[src/rtl/key_len_seq_ctrl_if.sv]
// Handshake bundle between the key-length sequencer and its estimators and l datapath.
// The controller uses the master view; the surrounding environment uses the slave view.
interface key_len_seq_ctrl_if;
  logic        i_start;
  logic [31:0] i_nleak;
  logic        o_s1_start;
  logic        o_e1_start;
  logic [31:0] i_s1;
  logic        i_s1_vld;
  logic [31:0] i_e1;
  logic        i_e1_vld;
  logic        o_l_start;
  logic [31:0] o_l_s1;
  logic        o_l_s1_vld;
  logic [31:0] o_l_e1;
  logic        o_l_e1_vld;
  logic [31:0] o_l_nleak;
  logic [31:0] i_l;
  logic        i_l_vld;
  logic        i_l_error;
  logic        o_busy;
  logic [31:0] o_key_len;
  logic        o_key_len_vld;
  logic        o_err;
  logic [1:0]  o_err_code;

  modport master (
    input  i_start, i_nleak, i_s1, i_s1_vld, i_e1, i_e1_vld, i_l, i_l_vld, i_l_error,
    output o_s1_start, o_e1_start, o_l_start, o_l_s1, o_l_s1_vld, o_l_e1, o_l_e1_vld,
           o_l_nleak, o_busy, o_key_len, o_key_len_vld, o_err, o_err_code
  );

  modport slave (
    output i_start, i_nleak, i_s1, i_s1_vld, i_e1, i_e1_vld, i_l, i_l_vld, i_l_error,
    input  o_s1_start, o_e1_start, o_l_start, o_l_s1, o_l_s1_vld, o_l_e1, o_l_e1_vld,
           o_l_nleak, o_busy, o_key_len, o_key_len_vld, o_err, o_err_code
  );
endinterface

[src/rtl/key_len_seq_ctrl.sv]
// Final key-length sequencer: launches s1/e1 estimators, range-checks e1, drives the
// l datapath handshake and reports the key length or a coded error, under a timeout.
module key_len_seq_ctrl #(
  parameter int unsigned E1_AMP  = 24,
  parameter int unsigned TIMEOUT = 4096,
  parameter int unsigned CNT_W   = 13
) (
  input logic          clk,
  input logic          rst,
  key_len_seq_ctrl_if.master bus
);

  typedef enum logic [2:0] {
    IDLE, CALC, CHECK, LAUNCH, FEED, WAIT_L, DONE, ERR
  } state_t;

  state_t           state, state_d;
  logic [31:0]      s1_q, e1_q, nleak_q, key_len_q;
  logic             s1_seen, e1_seen, s1_seen_d, e1_seen_d;
  logic [CNT_W-1:0] cnt;
  logic [1:0]       err_code_q, err_code_d;
  logic             est_start_q, l_start_q, l_vld_q, key_len_vld_q, err_q, busy_q;
  logic             accept, timeout, e1_ok;

  assign timeout = (cnt == CNT_W'(TIMEOUT - 1));
  // e1 must be a nonzero fraction strictly below 1.0 in its amplified fixed-point form
  assign e1_ok   = (e1_q != '0) && ((e1_q >> E1_AMP) == '0);

  always_comb begin
    state_d    = state;
    err_code_d = err_code_q;
    accept     = 1'b0;
    s1_seen_d  = s1_seen | bus.i_s1_vld;
    e1_seen_d  = e1_seen | bus.i_e1_vld;
    case (state)
      IDLE: begin
        if (bus.i_start) begin
          accept     = 1'b1;
          err_code_d = '0;
          state_d    = CALC;
        end
      end
      CALC: begin
        if (s1_seen_d && e1_seen_d) begin
          state_d = CHECK;
        end else if (timeout) begin
          state_d    = ERR;
          err_code_d = 2'd3;
        end
      end
      CHECK: begin
        if (e1_ok) begin
          state_d = LAUNCH;
        end else begin
          state_d    = ERR;
          err_code_d = 2'd1;
        end
      end
      LAUNCH: state_d = FEED;
      FEED:   state_d = WAIT_L;
      WAIT_L: begin
        if (bus.i_l_vld) begin
          if (bus.i_l_error) begin
            state_d    = ERR;
            err_code_d = 2'd2;
          end else begin
            state_d = DONE;
          end
        end else if (timeout) begin
          state_d    = ERR;
          err_code_d = 2'd3;
        end
      end
      DONE:    state_d = IDLE;
      ERR:     state_d = IDLE;
      default: state_d = IDLE;
    endcase
  end

  // Outputs are registered from the next state so each pulse coincides with its state.
  always_ff @(posedge clk) begin
    if (rst) begin
      state         <= IDLE;
      s1_q          <= '0;
      e1_q          <= '0;
      nleak_q       <= '0;
      key_len_q     <= '0;
      s1_seen       <= 1'b0;
      e1_seen       <= 1'b0;
      cnt           <= '0;
      err_code_q    <= '0;
      est_start_q   <= 1'b0;
      l_start_q     <= 1'b0;
      l_vld_q       <= 1'b0;
      key_len_vld_q <= 1'b0;
      err_q         <= 1'b0;
      busy_q        <= 1'b0;
    end else begin
      state         <= state_d;
      err_code_q    <= err_code_d;
      est_start_q   <= accept;
      l_start_q     <= (state_d == LAUNCH);
      l_vld_q       <= (state_d == FEED);
      key_len_vld_q <= (state_d == DONE);
      err_q         <= (state_d == ERR);
      busy_q        <= (state_d != IDLE);
      if (accept) begin
        nleak_q <= bus.i_nleak;
        s1_seen <= 1'b0;
        e1_seen <= 1'b0;
      end
      if (state == CALC) begin
        if (bus.i_s1_vld && !s1_seen) begin
          s1_q    <= bus.i_s1;
          s1_seen <= 1'b1;
        end
        if (bus.i_e1_vld && !e1_seen) begin
          e1_q    <= bus.i_e1;
          e1_seen <= 1'b1;
        end
      end
      if (state_d == DONE) begin
        key_len_q <= bus.i_l[31] ? '0 : bus.i_l;
      end
      if ((state_d == CALC) || (state_d == WAIT_L)) begin
        cnt <= (state_d == state) ? cnt + CNT_W'(1) : '0;
      end
    end
  end

  assign bus.o_s1_start    = est_start_q;
  assign bus.o_e1_start    = est_start_q;
  assign bus.o_l_start     = l_start_q;
  assign bus.o_l_s1        = s1_q;
  assign bus.o_l_s1_vld    = l_vld_q;
  assign bus.o_l_e1        = e1_q;
  assign bus.o_l_e1_vld    = l_vld_q;
  assign bus.o_l_nleak     = nleak_q;
  assign bus.o_busy        = busy_q;
  assign bus.o_key_len     = key_len_q;
  assign bus.o_key_len_vld = key_len_vld_q;
  assign bus.o_err         = err_q;
  assign bus.o_err_code    = err_code_q;

endmodule

[src/flat_wrapper.sv]
// flat-port wrapper written by rule: the top's interface ports become plain ports
module key_len_seq_ctrl_flat 
#(
  parameter int unsigned E1_AMP  = 24,
  parameter int unsigned TIMEOUT = 4096,
  parameter int unsigned CNT_W   = 13
)
  (clk, rst, bus_i_start, bus_i_nleak, bus_i_s1, bus_i_s1_vld, bus_i_e1, bus_i_e1_vld, bus_i_l, bus_i_l_vld, bus_i_l_error, bus_o_s1_start, bus_o_e1_start, bus_o_l_start, bus_o_l_s1, bus_o_l_s1_vld, bus_o_l_e1, bus_o_l_e1_vld, bus_o_l_nleak, bus_o_busy, bus_o_key_len, bus_o_key_len_vld, bus_o_err, bus_o_err_code);
  key_len_seq_ctrl_if bus_i ();
  input logic clk;
  input logic rst;
  input wire logic [$bits(bus_i.i_start)-1:0] bus_i_start;
  input wire logic [$bits(bus_i.i_nleak)-1:0] bus_i_nleak;
  input wire logic [$bits(bus_i.i_s1)-1:0] bus_i_s1;
  input wire logic [$bits(bus_i.i_s1_vld)-1:0] bus_i_s1_vld;
  input wire logic [$bits(bus_i.i_e1)-1:0] bus_i_e1;
  input wire logic [$bits(bus_i.i_e1_vld)-1:0] bus_i_e1_vld;
  input wire logic [$bits(bus_i.i_l)-1:0] bus_i_l;
  input wire logic [$bits(bus_i.i_l_vld)-1:0] bus_i_l_vld;
  input wire logic [$bits(bus_i.i_l_error)-1:0] bus_i_l_error;
  output wire logic [$bits(bus_i.o_s1_start)-1:0] bus_o_s1_start;
  output wire logic [$bits(bus_i.o_e1_start)-1:0] bus_o_e1_start;
  output wire logic [$bits(bus_i.o_l_start)-1:0] bus_o_l_start;
  output wire logic [$bits(bus_i.o_l_s1)-1:0] bus_o_l_s1;
  output wire logic [$bits(bus_i.o_l_s1_vld)-1:0] bus_o_l_s1_vld;
  output wire logic [$bits(bus_i.o_l_e1)-1:0] bus_o_l_e1;
  output wire logic [$bits(bus_i.o_l_e1_vld)-1:0] bus_o_l_e1_vld;
  output wire logic [$bits(bus_i.o_l_nleak)-1:0] bus_o_l_nleak;
  output wire logic [$bits(bus_i.o_busy)-1:0] bus_o_busy;
  output wire logic [$bits(bus_i.o_key_len)-1:0] bus_o_key_len;
  output wire logic [$bits(bus_i.o_key_len_vld)-1:0] bus_o_key_len_vld;
  output wire logic [$bits(bus_i.o_err)-1:0] bus_o_err;
  output wire logic [$bits(bus_i.o_err_code)-1:0] bus_o_err_code;
  assign bus_i.i_start = bus_i_start;
  assign bus_i.i_nleak = bus_i_nleak;
  assign bus_i.i_s1 = bus_i_s1;
  assign bus_i.i_s1_vld = bus_i_s1_vld;
  assign bus_i.i_e1 = bus_i_e1;
  assign bus_i.i_e1_vld = bus_i_e1_vld;
  assign bus_i.i_l = bus_i_l;
  assign bus_i.i_l_vld = bus_i_l_vld;
  assign bus_i.i_l_error = bus_i_l_error;
  assign bus_o_s1_start = bus_i.o_s1_start;
  assign bus_o_e1_start = bus_i.o_e1_start;
  assign bus_o_l_start = bus_i.o_l_start;
  assign bus_o_l_s1 = bus_i.o_l_s1;
  assign bus_o_l_s1_vld = bus_i.o_l_s1_vld;
  assign bus_o_l_e1 = bus_i.o_l_e1;
  assign bus_o_l_e1_vld = bus_i.o_l_e1_vld;
  assign bus_o_l_nleak = bus_i.o_l_nleak;
  assign bus_o_busy = bus_i.o_busy;
  assign bus_o_key_len = bus_i.o_key_len;
  assign bus_o_key_len_vld = bus_i.o_key_len_vld;
  assign bus_o_err = bus_i.o_err;
  assign bus_o_err_code = bus_i.o_err_code;
  key_len_seq_ctrl #(.E1_AMP(E1_AMP), .TIMEOUT(TIMEOUT), .CNT_W(CNT_W)) u_core (.clk(clk), .rst(rst), .bus(bus_i));
endmodule
[config.mk]
export PLATFORM = sky130hd
export DESIGN_NAME = key_len_seq_ctrl_flat
export DESIGN_NICKNAME = d
export VERILOG_FILES = /design/src/rtl/key_len_seq_ctrl_if.sv /design/src/rtl/key_len_seq_ctrl.sv /design/src/flat_wrapper.sv
export SDC_FILE = /design/constraint.sdc
export NUM_CORES = 1
export LEC_CHECK = 0
export ABC_AREA = 1
export BUFFER_PORTS_ARGS = -buffer_cell sky130_fd_sc_hd__buf_2
export CORE_ASPECT_RATIO = 0.6
export CORE_UTILIZATION = 42
export DETAILED_ROUTE_END_ITERATION = 8
export PLACE_DENSITY = 0.73
export SLEW_MARGIN = 20
export SYNTH_ARGS = -nofsm -noshare
export SYNTH_HDL_FRONTEND = slang
export SYNTH_SLANG_ARGS = --single-unit
[constraint.sdc]
create_clock -name clk -period 1.85 [get_ports clk]
set_clock_uncertainty 0.1 [all_clocks]
set_input_delay 0.185 -clock clk [delete_from_list [all_inputs] [get_ports clk]]
set_output_delay 0.185 -clock clk [all_outputs]
set_load 0.02 [all_outputs]
==> results.json <==
{
  "ff2ff_setup_slack_ns": 0.09,
  "dpl_cell_area_mm2": 0.00747,
  "setup_viol_count_final": 0,
  "max-vdd-ir-drop_mv": 0.631,
  "ys_ff_latch": 153,
  "htree_levels": 4,
  "total_power_uw": 8970,
  "drive_above_1_share": 0.297,
  "syn_nets": 929,
  "synth_warnings": 0,
  "avgSynthCellArea_um2": 7.46,
  "final_area_mm2": 0.00942,
  "clock.fmax_ghz": 0.570,
  "synth_area_mm2": 0.00592,
  "wl_per_cell_um": 14.5,
  "min_path_cells": 5,
  "grtUsageMet2": 0.454,
  "finalWeightedCongestion": 0.852,
  "tns_ns": 0,
  "yosys.area_share.simple": 0.241,
  "crit_family": "simple AND/OR/NAND/NOR gates",
  "die_w_um": 155,
  "grt_pass1_vias": 6363,
  "antenna_cells": 0,
  "ys_types": 29,
  "numCtsBuffers": 17,
  "p_int_uw": 6140,
  "cpMaxStageDelayCell": "dfxtp_1",
  "synthAdderAreaFrac": 0.00212,
  "synth_compound_area_frac": 0.157,
  "end_kind": "flip-flop",
  "use_met3": 0.0729,
  "dp_hpwl_mm": 11.4,
  "outcome": "finished, final reports clean",
  "synth_mux_area_frac": 0,
  "core_area_mm2": 0.0137,
  "p_clk_frac": 0.379,
  "p_per_area_mw_per_mm2": 953,
  "num_rows": 33,
  "period_share": 0.949,
  "clk_pin_slew_ns": 0.07,
  "initial_core_util": 0.432,
  "die_h_um": 93.9,
  "worstHoldStart": "bus_i_e1_vld",
  "rsz0062_at_grt": "false",
  "drv_slew": 0,
  "hold_path_end": "u_core.e1_seen",
  "clock_sink_count": 153,
  "crit_cells": 9,
  "crit_chain": "ha_4 > nand3_2 > nor2_2 > nand3_1 > nand2_4 > inv_2 > o211ai_2 > nand2_2 > a21oi_1",
  "clk_path_buf_depth": 2,
  "grt_usage": 0.271,
  "grt_max_degree": 68,
  "die-area_mm2": 0.0146,
  "worstPathRequired_ns": 2.10,
  "utilization": 0.687,
  "busiest_layer": "met2",
  "cap_violations": 0,
  "worst-r2r-cell-count": 9,
  "postRouteWirelength_mm": 20.2,
  "critPathArrivalTime_ns": 2.00,
  "clk_latency_ns": 0.42,
  "io_buffers": 271,
  "r2r_end": "u_core.cnt[8]",
  "grt_overflow": 0,
  "reg2reg_from": "u_core.cnt[1]",
  "area_delta_synth_final_pct": 59.2,
  "cpPeakStageDelay_ns": 0.38,
  "syn_inst": 793,
  "antenna_found_initial": 0,
  "ys_seq_area_frac": 0.518,
  "path_class": "flip-flop to flip-flop",
  "grt_pass1_wl_mm": 31.0,
  "num_vias": 6799,
  "combPwrFrac": 0.207,
  "power_frac_seq": 0.414,
  "firstDrtPassIters": 5,
  "post-route-drc-count": 0,
  "vias_per_cell": 4.89,
  "fin_nets": 1320,
  "globalRouteMet1Util": 0.323,
  "pre_cts_slack_ns": 0.0658,
  "synth_top_family_by_area": "simple AND/OR/NAND/NOR gates",
  "leakagePower_uw": 0.00452,
  "setup_slack_ns": 0.0943,
  "hold_class": "input pin to flip-flop",
  "switchingPower_uw": 2840,
  "drt_iter0_drc": 478,
  "period_needed_ns": 1.76,
  "cts_root_buffer": "clkbuf_16",
  "crit_fanout": 6,
  "cts_tree": "yes",
  "postRouteAntennaNets": 0,
  "io_pins": 273,
  "worstSetupStartpointType": "flip-flop",
  "fillers": 1109,
  "synth_xor_area_frac": 0.00148,
  "sw_frac_of_total": 0.316,
  "hold_viol": 0,
  "cp_num_buf_inv": 1
}
==> cell type report <==
cell class | instances | area, um2 | share of cell area
clock buffer | 19 | 453 | 0.0481
clock inverter | 13 | 126 | 0.0134
inverter | 70 | 263 | 0.0279
multi-input combinational | 526 | 2450 | 0.260
sequential | 153 | 3070 | 0.326
tap | 192 | 240 | 0.0255
timing repair buffer | 416 | 2820 | 0.299
==> timing repair <==
| item | 4_1_cts | 5_1_grt |
|---|---|---|
| endpoints found under the hold margin | 127 | 0 |
| hold buffers | 127 | 0 |
| resized for setup | 0 | 15 |
| setup buffers | 0 | 1 |
| endpoints found under the setup margin | 0 | 35 |
==> registers in the layout, indices dropped and copies added (netlist names) <==
| name | cells |
|---|---|
| u_core.s1_seen | 1 |
| u_core.bus.o_key_len_vld | 1 |
| u_core.cnt | 13 |
| u_core.bus.o_l_e1_vld | 1 |
| u_core.bus.o_e1_start | 1 |
| u_core.bus.o_err_code | 2 |
| u_core.bus.o_l_e1 | 32 |
| u_core.bus.o_l_nleak | 32 |
| u_core.bus.o_l_s1 | 32 |
| u_core.bus.o_key_len | 31 |
| u_core.bus.o_err | 1 |
| u_core.bus.o_busy | 1 |
| u_core.state | 3 |
| u_core.e1_seen | 1 |
| u_core.bus.o_l_start | 1 |
==> power by group through the flow <==
| stage | Sequential (uW) | Combinational [uW] | Clock (uW) |
|---|---|---|---|
| after detailed placement | 3770 | 1530 | 0 |
| after floorplan | 4060 | 673 | 0 |
| final | 3720 | 1850 | 3400 |
| after global routing | 3750 | 2010 | 3610 |
| after global placement | 3760 | 1520 | 0 |
| after CTS | 3700 | 1740 | 3470 |
==> synth_stat cells (all sizes together) <==
library cell,instances,area (um2)
xor2,1,8.76
o211ai,1,12.5
dfxtp,153,3060
nand2,96,383
nor4,1,6.26
nor2,180,704
ha,1,12.5
o21bai,1,7.51
o21ai,107,536
conb,1,3.75
a21oi,73,365
inv,70,263
a21boi,1,7.51
nand4,4,25.0
clkbuf,42,158
nand3,51,260
buf,6,52.6
nor3,4,47.5
==> per-layer routing <==
layer / routed length, um / share of wire
met5: 0 / 0
met1: 8530 / 0.42
met3: 1470 / 0.073
met4: 663 / 0.033
met2: 9510 / 0.47
==> cell usage in the layout (no fill, tap or decap), types with 5 or more instances in the layout <==
cell type / instances
a21oi_1: 73
buf_2: 271
buf_4: 13
clkbuf_16: 17
dfxtp_1: 149
dlygate4sd3_1: 127
inv_1: 62
inv_2: 8
inv_6: 5
nand2_1: 91
nand3_1: 49
nor2_1: 175
o21ai_0: 104
==> cells by family (layout without fill, tap and decap cells) <==
| kind of cell | count (synthesis) | after routing |
|---|---|---|
| xor+xnor | 1 | 1 |
| flops | 153 | 153 |
| buf+inv | 118 | 518 |
| fa+ha+maj | 1 | 1 |
| simple gates | 336 | 340 |
| other cells | 1 | 1 |
| compound gates | 183 | 183 |
==> worst max path at each step <==
| stage | startpoint | end |
|---|---|---|
| after floorplan | u_core.cnt[0] | u_core.cnt[8] |
| after global placement | u_core.cnt[0] | u_core.cnt[8] |
| after detailed placement | u_core.cnt[0] | u_core.cnt[1] |
| after CTS | u_core.cnt[0] | u_core.cnt[4] |
| after global routing | u_core.cnt[1] | u_core.cnt[0] |
| final | u_core.cnt[1] | u_core.cnt[8] |
==> worst register-to-register path: cells and delay by family, from the launching register on <==
kind / cells / cell delay [ns]
compound gates: 2 / 0.24
flops: 1 / 0.38
simple gates: 5 / 0.74
fa+ha+maj: 1 / 0.16
buf+inv: 1 / 0.06
==> through the flow <==
step           hold slack (ns)  instances
2_1_floorplan            0.169        793
3_3_place_gp             0.305       1225
3_5_place_dp             0.313       1225
4_1_cts                 0.0804       1384
5_1_grt                 0.0965       1389
6_report                 0.102       1389
Note: power is estimated with default switching activity, not from simulation.
